## src/rtl/mem_arb_pkg.sv

```systemverilog
// mem_arb_pkg: shared types and constants for the unified-RAM port arbiter.
//   state_t  - access sequencer states
//   REQ_IF / REQ_LS - requester identifiers used for grant ownership
package mem_arb_pkg;

  typedef enum logic [1:0] {
    IDLE,
    ISSUE,
    WAIT,
    RESP
  } state_t;

  localparam logic REQ_IF = 1'b0;
  localparam logic REQ_LS = 1'b1;

endpackage

```

## src/rtl/arb_rr2.sv

```systemverilog
// arb_rr2: two-input round-robin pick (purely combinational).
//   req[1:0]  in  - request vector, bit 0 = IF, bit 1 = LS
//   last_gnt  in  - owner of the previous grant (register kept by the parent)
//   gnt_valid out - at least one request present
//   gnt_id    out - chosen requester; on a tie the one that did not win last
module arb_rr2
  import mem_arb_pkg::*;
(
  input  logic [1:0] req,
  input  logic       last_gnt,
  output logic       gnt_valid,
  output logic       gnt_id
);

  always_comb begin
    gnt_valid = |req;
    gnt_id    = REQ_IF;
    if (req == 2'b11) begin
      gnt_id = (last_gnt == REQ_IF) ? REQ_LS : REQ_IF;
    end else if (req[1]) begin
      gnt_id = REQ_LS;
    end
  end

endmodule

```

## src/rtl/mem_port_arbiter.sv

```systemverilog
// mem_port_arbiter: shares a single-port fixed-latency RAM between the
// instruction-fetch (IF) and load/store (LS) requesters of the CPU.
//   clk, rst            - clock, asynchronous active-high reset
//   if_req/if_addr      - fetch request (always a read)
//   if_rdata/if_ack     - fetched word (held) and one-cycle completion pulse
//   ls_req/ls_we/ls_addr/ls_wdata - load/store request
//   ls_rdata/ls_ack     - load data (held; stores leave it alone) and pulse
//   mem_en/mem_we/mem_addr/mem_wdata/mem_rdata - RAM macro port
//   busy                - sequencer not idle
//   gnt_id              - owner of the current or last access (0 IF, 1 LS)
// Read data is captured RD_LAT edges after the edge that samples mem_en.
module mem_port_arbiter
  import mem_arb_pkg::*;
#(
  parameter int ADDR_W = 10,
  parameter int DATA_W = 32,
  parameter int RD_LAT = 2
) (
  input  logic              clk,
  input  logic              rst,
  input  logic              if_req,
  input  logic [ADDR_W-1:0] if_addr,
  output logic [DATA_W-1:0] if_rdata,
  output logic              if_ack,
  input  logic              ls_req,
  input  logic              ls_we,
  input  logic [ADDR_W-1:0] ls_addr,
  input  logic [DATA_W-1:0] ls_wdata,
  output logic [DATA_W-1:0] ls_rdata,
  output logic              ls_ack,
  output logic              mem_en,
  output logic              mem_we,
  output logic [ADDR_W-1:0] mem_addr,
  output logic [DATA_W-1:0] mem_wdata,
  input  logic [DATA_W-1:0] mem_rdata,
  output logic              busy,
  output logic              gnt_id
);

  localparam int CNT_W = (RD_LAT > 1) ? $clog2(RD_LAT) : 1;

  generate
    if (RD_LAT < 1) begin : g_bad_rd_lat
      $fatal(1, "mem_port_arbiter: RD_LAT must be >= 1");
    end
  endgenerate

  state_t             state;
  logic               last_gnt;
  logic [CNT_W-1:0]   cnt;
  logic               gnt_valid;
  logic               gnt_pick;

  arb_rr2 u_arb (
    .req       ({ls_req, if_req}),
    .last_gnt  (last_gnt),
    .gnt_valid (gnt_valid),
    .gnt_id    (gnt_pick)
  );

  always_ff @(posedge clk or posedge rst) begin
    if (rst) begin
      state     <= IDLE;
      last_gnt  <= REQ_IF;
      cnt       <= '0;
      if_rdata  <= '0;
      ls_rdata  <= '0;
      if_ack    <= 1'b0;
      ls_ack    <= 1'b0;
      mem_en    <= 1'b0;
      mem_we    <= 1'b0;
      mem_addr  <= '0;
      mem_wdata <= '0;
      busy      <= 1'b0;
      gnt_id    <= REQ_IF;
    end else begin
      // Acks are asserted only on the transition into RESP.
      if_ack <= 1'b0;
      ls_ack <= 1'b0;
      case (state)
        IDLE: begin
          if (gnt_valid) begin
            state    <= ISSUE;
            busy     <= 1'b1;
            mem_en   <= 1'b1;
            gnt_id   <= gnt_pick;
            last_gnt <= gnt_pick;
            if (gnt_pick == REQ_LS) begin
              mem_addr  <= ls_addr;
              mem_we    <= ls_we;
              mem_wdata <= ls_wdata;
            end else begin
              mem_addr <= if_addr;
              mem_we   <= 1'b0;
            end
          end
        end
        ISSUE: begin
          mem_en <= 1'b0;
          mem_we <= 1'b0;
          if (mem_we) begin
            // Only LS can write, so a write always completes to LS.
            state  <= RESP;
            ls_ack <= 1'b1;
          end else begin
            state <= WAIT;
            cnt   <= CNT_W'(RD_LAT - 1);
          end
        end
        WAIT: begin
          if (cnt == '0) begin
            state <= RESP;
            if (gnt_id == REQ_LS) begin
              ls_rdata <= mem_rdata;
              ls_ack   <= 1'b1;
            end else begin
              if_rdata <= mem_rdata;
              if_ack   <= 1'b1;
            end
          end else begin
            cnt <= cnt - 1'b1;
          end
        end
        RESP: begin
          state <= IDLE;
          busy  <= 1'b0;
        end
        default: begin
          state <= IDLE;
          busy  <= 1'b0;
        end
      endcase
    end
  end

endmodule

```

## config.mk

```make
export PLATFORM = sky130hd
export DESIGN_NAME = mem_port_arbiter
export DESIGN_NICKNAME = d
export VERILOG_FILES = /design/src/rtl/mem_arb_pkg.sv /design/src/rtl/arb_rr2.sv /design/src/rtl/mem_port_arbiter.sv
export SDC_FILE = /design/constraint.sdc
export NUM_CORES = 1
export LEC_CHECK = 0
export ABC_AREA = 1
export CAP_MARGIN = 20
export CORE_UTILIZATION = 43
export DETAILED_ROUTE_END_ITERATION = 10
export PLACE_DENSITY = 0.8
export SETUP_SLACK_MARGIN = 0.3
export SLEW_MARGIN = 0
export SYNTH_ARGS = -nofsm -noshare
export SYNTH_HDL_FRONTEND = slang
export SYNTH_HIERARCHICAL = 1
export SYNTH_SLANG_ARGS = --single-unit
```

## constraint.sdc

```tcl
create_clock -name clk -period 5.2 [get_ports clk]
set_input_delay 1.04 -clock clk [delete_from_list [all_inputs] [get_ports clk]]
set_output_delay 1.04 -clock clk [all_outputs]
set_load 0.005 [all_outputs]
```

* After elaboration in Yosys (flattened, before gate mapping) *
Cells that the tools add are included.

storage, ports and cells
  register bits = 115
  input bits = 89
  output and inout bits = 112
  word-level logic and storage cells = 58

operators by class
  $add $sub $neg = 1
  eq/ne operators = 7
  multiplexer cells = 23
  bitwise operators = 2
  reduce and logical (&&, ||, !) cells = 13

operators by type and width
  cell                                                             number
  1-bit two-way mux                                                14
  10-bit two-way mux                                               1
  1-bit one-hot mux with 2 select lines                            5
  2-bit AND reduction                                              5
  3-bit AND reduction                                              3
  2-bit one-hot mux with 4 select lines                            1
  2-bit == test, second input constant                             3
  2-bit != test, second input constant                             3
  2-bit nonzero test                                               3
  2-bit two-way mux                                                2
  2-bit by 1-bit == test with 1-bit output, second input constant  1
  2-bit logical NOT                                                1
  1-bit inverter                                                   2
  2-bit OR reduction                                               1
  1-bit subtractor, second input constant                          1

* Depth between registers and ports, before layout *
Gate-level depths: netlist (run 1).

  depth in word-level cells = 5
  mapped depth = 8
  gate-level depth less buffers = 7

* By module *
The synthesis (run 1) kept the hierarchy.

modules (own cells, without submodules)
  module            instances  cells each  area each (um2)  sequential area each (um2)
  mem_port_arbiter  1          513         4867.2           2877.8
  arb_rr2           1          3           15.0             0.0

* Worst setup path before layout (run 1) *
OpenSTA, ideal clock, no wires.

  path type = input to register
  start = input ls_req
  end = register mem_addr[0]
  setup time = 0.066 ns
  arrival time = 1.821 ns
  required time = 5.134 ns
  slack = 3.313 ns
  stages = 5
  buffers on the path = 1
  cell sequence = or2_1 nand2_2 buf_1 nand2_1 nand2_1

between the ends
  word-level cells in the longest chain between the ends = 3
  elaborated cells on any way between the ends = 6
  classes of those cells = 1 x eq/ne; 3 x mux; 2 x reduce/logical

RTL lines
  what                                                       line                          text
  start, declared                                            mem_port_arbiter.sv:25        input logic ls_req,
  2-bit == test / 1-bit two-way mux (equally long branches)  arb_rr2.sv:18, arb_rr2.sv:20
  1-bit two-way mux                                          arb_rr2.sv:18                 if (req == 2'b11) begin
  10-bit two-way mux                                         mem_port_arbiter.sv:88        if (gnt_pick == REQ_LS) begin
  end signal, assigned                                       mem_port_arbiter.sv:89        mem_addr <= ls_addr;
  end signal, assigned                                       mem_port_arbiter.sv:93        mem_addr <= if_addr;
  end, declared                                              mem_port_arbiter.sv:33        output logic [ADDR_W-1:0] mem_addr,

Parallel ways exist; a longest one is shown, timed or not.
A chain may end at the register's enable or synchronous reset.

* Worst setup path in the final report (run 1) *
  start = input if_req
  end = register mem_wdata[18]

between the ends
  elaborated cells on any way between the ends = 4
  classes of those cells = 1 x eq/ne; 1 x mux; 2 x reduce/logical

RTL lines
  what                           line                    text
  start, declared                mem_port_arbiter.sv:21  input logic if_req,
  2-bit OR reduction             arb_rr2.sv:16           gnt_valid = |req;
  net gnt_valid                  mem_port_arbiter.sv:51  logic gnt_valid;
  3-bit AND reduction (no line)  -
  end signal, assigned           mem_port_arbiter.sv:91  mem_wdata <= ls_wdata;
  end, declared                  mem_port_arbiter.sv:34  output logic [DATA_W-1:0] mem_wdata,

The timed path passes the listed nets, and every way through them passes these cells.

==> results of run 1 <==
-- logic make-up (layout without fill, tap and decap cells) --
family,count (synthesis),after routing,share of synthesized area [%]
AOI/OAI and AO/OA,81,81,10.9
adders and majority gates,7,7,1.79
buffers and inverters,84,291,9.35
DFF,115,115,58.9
and+or+nand+nor,229,229,19.0
-- routing by layer --
layer / share of wire, % / routed length [um]
met5: 0 / 0
met1: 40 / 5060
met2: 49 / 6260
met3: 9.1 / 1160
met4: 1.5 / 189
-- flip-flops by register name, indices dropped and copies added (netlist names) --
| name | cells |
|---|---|
| mem_we | 1 |
| busy | 1 |
| if_rdata | 32 |
| mem_en | 1 |
| if_ack | 1 |
| state | 2 |
| last_gnt | 1 |
| mem_addr | 10 |
| cnt | 1 |
| mem_wdata | 32 |
| ls_ack | 1 |
| ls_rdata | 32 |
-- cell type report --
class / count / area, sq um
multi-input cells: 317 / 1560
inverters: 56 / 215
repair buffers: 205 / 2080
flip-flops and latches: 115 / 2880
clock buffers: 25 / 495
clock inverters: 5 / 75.1
well taps: 140 / 175
fillers: 851 / 3460
-- power groups by stage --
stage,clock network (mW),logic [mW],registers [mW]
after detailed placement,0,1.84,1.60
after global routing,1.18,2.04,1.65
after floorplan,0,0.786,1.60
after global placement,0,1.77,1.59
final,1.11,1.84,1.61
after CTS,1.13,1.86,1.60
-- path summary, 6_finish.rpt --
kind | to | slack, ps | depth (start not counted)
worst max-delay path | mem_wdata[18] | 2530 | 7
worst min-delay path | mem_wdata[17] | 470 | 2
worst max register to register | mem_wdata[18] | 3040 | 7
worst min register to register | mem_wdata[17] | 470 | 2
max in group asynchronous | if_rdata[21] | 3190 | 4
min in group asynchronous | ls_rdata[6] | 940 | 2
-- cell usage in the layout, fill, tap and decap left out, drive strengths merged --
cell	n
o21ai	78
clkdlybuf4s50	200
ha	7
nand3	37
clkbuf	25
or2	1
clkinv	3
a21oi	2
nand2	188
o21bai	1
nor2	3
buf	5
bufinv	2
dfrtp	115
inv	56
-- tightest hold or removal path, stage by stage, from the launching register on --
cell and delay [ps]:
dfrtp_1 340, nand2_1 50, nand2_1 40
==> results by group, run 1 <==
Global route
  • Antenna violations before repair: 0
  • Routing usage on met3: under 10%
  • Vias in the first global route: roughly 4100
  • Busiest grt layer: met2
  • First-pass GRT wire length: about 20 mm
  • Pin count of the biggest net entering global routing: 83
  • Grt met1 use: between 20 and 30%
  • Tot GR Track Use: 22.2%
  • GR Util met2: 36.3%
  • Grt ovf: 0

STA
  • Highest clock rate: 374 MHz
  • Slew HR: 49.0%
  • Final count of pins violating max slew: 0
  • Fin crit share: 51.4%
  • Setup WS post-layout: 2530 ps
  • TNS Setup: 0 ps
  • Hold Vio Cnt, Final: 0
  • Slew @ Worst Pin: between 700 and 800 ps
  • Final setup fails: 0
  • Post-route minimum period: 2670 ps
  • RSZ-0062 raised after global routing: false
  • Worst hold slack: 472 ps
  • Worst Skew: 9.50 ps

Logic synthesis
  • Post-synthesis register bit count: 115
  • Mapped cell area: between 4000 and 5000 sq um
  • Syn_area_per_cell: 9.46 sq um
  • Most common cell in the synthesized netlist: nand2_1
  • Area leader, netlist: dfrtp_1
  • Largest cells by area after synthesis: dfrtp_1, nand2_1, o21ai_2, inv_1, nand3_1
  • Post-synth top cells: nand2_1, dfrtp_1, inv_1
  • Top_reg_cell synth: dfrtp_1
  • Sequential area share after synthesis: 58.9%
  • Synth top area share: around three fifths
  • Number of synthesized flops with an enable pin: 0
  • Post-synth ARST share: 100%
  • Syn nets: just over 600
  • Post-synth cell types: 23
  • Ys Warns: 6
  • Synth Instances: 516

Run
  • Max-Cap Viols: 0

Die
  • Initial core utilization: 44.6%
  • Rows: 38
  • IO Pins: roughly 200
  • Die area: approximately 12000 sq um
  • Die height: 109 um
  • Die span in x: 109 um
  • Core Region: 10900 sq um

Clocking
  • CTS Hold Bufs: 0
  • PostCTS Resize Cnt: 0
  • Clk slew on worst S/H paths: ~50 ps
  • Number of H-tree levels: 4
  • Clock net sink count: 115
  • Worst-skew pair later-pin latency: 400 ps
  • CTS Buf Count: 17
  • Deepest clock path buffer count: 2
  • Post-CTS setup buffers: 0
  • Clock root buffer master: clkbuf_16
  • TritonCTS clock tree: yes

Detailed routing
  • 1st-iter DRT viols: 187
  • WL/cell: 14.7 um
  • Final WL: 12.7 mm
  • DRT antenna net count: 0
  • Detailed Routing Iterations Pass 1: 4
  • Via count: around 4100
  • Drc violations: 0
  • Vias per inst: 4.81

Critical path
  • Max FO, Critical Path: 45
  • Crit path DAT: between 2000 and 3000 ps
  • FF-to-FF Start: state[0]
  • Top cell by count, worst path: nand2_1
  • Highest-delay cell along the critical path: clkdlybuf4s50_1
  • Worst path required time: 5470 ps
  • Bufs and invs on worst path: 2
  • CP Launch Type: input pin
  • Critical path class: input pin to flip-flop
  • Setup crit end kind: flip-flop
  • CP peak stage delay: 520 ps
  • Crit path max-delay family: simple AND/OR/NAND/NOR gates
  • Crit-path cells: clkdlybuf4s50_1, or2_1, nand2_2, inv_4, nand2_4, nand2_1, nand2_1
  • Critical path startpoint: if_req

Place
  • Cell count after placement: 832
  • IO Port Bufs: 200
  • Dpl cell area: roughly 6900 sq um
  • Post-DP HPWL: about 8.6 mm
  • GPL Wtd Cong: 0.846
  • DP Worst Slack: roughly 2100 ps

Cells and area
  • Cell Count, Final, Fillers Out: 863
  • Final core utilization: 68.4%
  • Area grow syn2layout: 53.2%
  • Final nets: 808
  • Layout cells sized above 1: 9.96%
  • Fin area: roughly 7500 sq um
  • ANT cells: 0

Min path
  • Worst Hold Launch: mem_wdata[17]
  • Worst hold path type: flip-flop to flip-flop

Power and ir drop
  • Clock network power share: 24.4%
  • Combinational power share: 40.4%
  • Power density cells: slightly above 600 nW/um^2
  • Switch share: approximately 31%
  • VDD IR max: 0.285 mV
  • Net Sw Power: 1.43 mW
  • Internal power: 3.13 mW
  • Sequential Power Share: a little over a third
  • Leak: 3.67 nW
  • Total Power: 4.55 mW

Run status
  • Status: complete, no violations
(Power assumes the default switching activity.)
==> inputs of run 2 (changes only) <==
- clock period: 5.2 -> 2.53 ns (I/O delays scaled with it)
==> run 2 against run 1 <==
Global-route usage fell by 0.19 points. Clock power rose by 110%. Sequential cell count did not move. Combinational power rose by 110%. Worst hold slack got worse by 0.77 ps. Clock skew fell by 1.1 ps. Die area did not move. Register-to-register slack got worse by 2300 ps. Sequential power rose by 100%. First-iteration DRC count rose by 7.5%.
==> results by group, run 2 (synthesis gave the netlist of run 1 again) <==
Die
  • Initial core utilization: 44.6%
  • Die height: 109 um
  • Die span in x: 109 um
  • Core Region: around 11000 sq um
  • IO Pins: ~200
  • Rows: 38
  • Die area: approximately 12000 sq um

Global route
  • Vias in the first global route: 4147
  • Grt met1 use: 25.3%
  • Grt ovf: 0
  • Busiest grt layer: met2
  • Tot GR Track Use: between 20% and 30%
  • Antenna violations before repair: 0
  • First-pass GRT wire length: 19.5 mm
  • Routing usage on met3: 8.56%
  • GR Util met2: 36.2%
  • Pin count of the biggest net entering global routing: 116

STA
  • Worst Skew: 8.45 ps
  • Final setup fails: 0
  • Final count of pins violating max slew: 0
  • Slew @ Worst Pin: 599 ps
  • RSZ-0062 raised after global routing: false
  • Hold Vio Cnt, Final: 0
  • TNS Setup: 0 ps
  • Highest clock rate: slightly above 500 MHz
  • Post-route minimum period: 1960 ps
  • Worst hold slack: 471 ps
  • Slew HR: 60.1%
  • Fin crit share: 77.5%

Detailed routing
  • 1st-iter DRT viols: 201
  • Detailed Routing Iterations Pass 1: 6
  • Final WL: 12.5 mm
  • Via count: 4131
  • Vias per inst: 4.77
  • Drc violations: 0
  • DRT antenna net count: 0
  • WL/cell: about 14 um

Place
  • Cell count after placement: 834
  • GPL Wtd Cong: slightly below 0.9
  • Post-DP HPWL: 8.82 mm
  • IO Port Bufs: 200
  • Dpl cell area: 6930 sq um

Critical path
  • Worst reg2reg path depth: 7
  • FF-to-FF Start: state[1]
  • CP Launch Type: flip-flop
  • Capturing point of the worst reg2reg path: mem_wdata[20]
  • Worst R2R Setup Slack: 750 ps
  • CP endpoint: gnt_id
  • Crit path depth: 1
  • Crit path DAT: 1450 ps
  • Critical path class: flip-flop to output port
  • Bufs and invs on worst path: 1
  • Crit-path cells: clkdlybuf4s50_1
  • Max FO, Critical Path: 4
  • Critical path startpoint: last_gnt
  • Setup crit end kind: output port
  • CP peak stage delay: 560 ps
  • Worst path required time: about 2000 ps
  • Highest-delay cell along the critical path: clkdlybuf4s50_1
  • Crit path max-delay family: buffers and inverters

Clocking
  • Clk slew on worst S/H paths: 50 ps
  • Clock net sink count: about 120
  • Number of H-tree levels: 4
  • Deepest clock path buffer count: 2
  • Worst-skew pair later-pin latency: 410 ps
  • CTS Hold Bufs: 0
  • PostCTS Resize Cnt: 0
  • Post-CTS setup buffers: 0
  • CTS Buf Count: 17
  • Clock root buffer master: clkbuf_16
  • TritonCTS clock tree: yes

Run status
  • Status: complete, no violations

Cells and area
  • Fill count: 840
  • Cell Count, Final, Fillers Out: 866
  • Layout cells sized above 1: 10.9%
  • Largest registers: if_rdata (32), ls_rdata (32), mem_wdata (32)
  • Area grow syn2layout: 53.7%
  • ANT cells: 0
  • Fin area: 7500 sq um
  • Final nets: about 800
  • Most frequent cells in the layout: clkdlybuf4s50_1, nand2_1, dfrtp_1
  • Most common cell after layout, fill and taps aside: clkdlybuf4s50_1

Min path
  • Worst hold path type: flip-flop to flip-flop

Power and ir drop
  • Power density cells: 1250 nW/um^2
  • VDD IR max: 0.608 mV
  • Leak: between 3 and 4 nW

Run
  • Max-Cap Viols: 0
## run 2: changes by cell type in the layout (fill, tap and decap cells not counted)
cell,delta
buf_12,+4
clkinv_4,+1
inv_4,-1
buf_16,-2
buf_4,-1
clkbuf_8,-3
clkbuf_1,-4
clkinv_2,+2
clkinvlp_4,+7
## run 2: worst min path at each step
stage	from	to	slack [ps]	cells after the start
floorplan	mem_wdata[1]	mem_wdata[1]	460	2
global placement	mem_wdata[14]	mem_wdata[14]	460	2
detailed placement	mem_wdata[10]	mem_wdata[10]	460	2
finish	mem_wdata[10]	mem_wdata[10]	470	2
global route	mem_wdata[8]	mem_wdata[8]	490	2
CTS	mem_wdata[10]	mem_wdata[10]	480	2
## run 2: metal layers
layer	wire, um	up-vias
met3	1150	26
met5	0	-
li1	-	2001
met4	322	0
met1	5120	1895
met2	5880	209
## run 2: final cells by class
| class | count | area (sq um) | share of cell area, % |
|---|---|---|---|
| repair buffers | 206 | 2100 | 27.9 |
| well taps | 140 | 175 | 2.33 |
| clock buffers | 18 | 439 | 5.85 |
| inverters | 56 | 216 | 2.88 |
| multi-input cells | 317 | 1560 | 20.8 |
| flip-flops and latches | 115 | 2880 | 38.4 |
| clock inverters | 14 | 139 | 1.85 |
## run 2: metrics by stage
stage               setup WS, ps  power [mW]  utilization [%]
finish                       569        9.38             68.6
global route                 534        10.0             68.6
CTS                          546        9.48             68.6
detailed placement           386        7.14             63.3
global placement             491        6.98             63.3
floorplan                    625        4.91                -
## run 2: report_power, final
part	internal, mW	total, mW	switching [mW]
Combinational	2.18	3.81	1.63
Sequential	2.74	3.29	0.550
Clock	1.46	2.28	0.816
Total	6.38	9.38	3.00
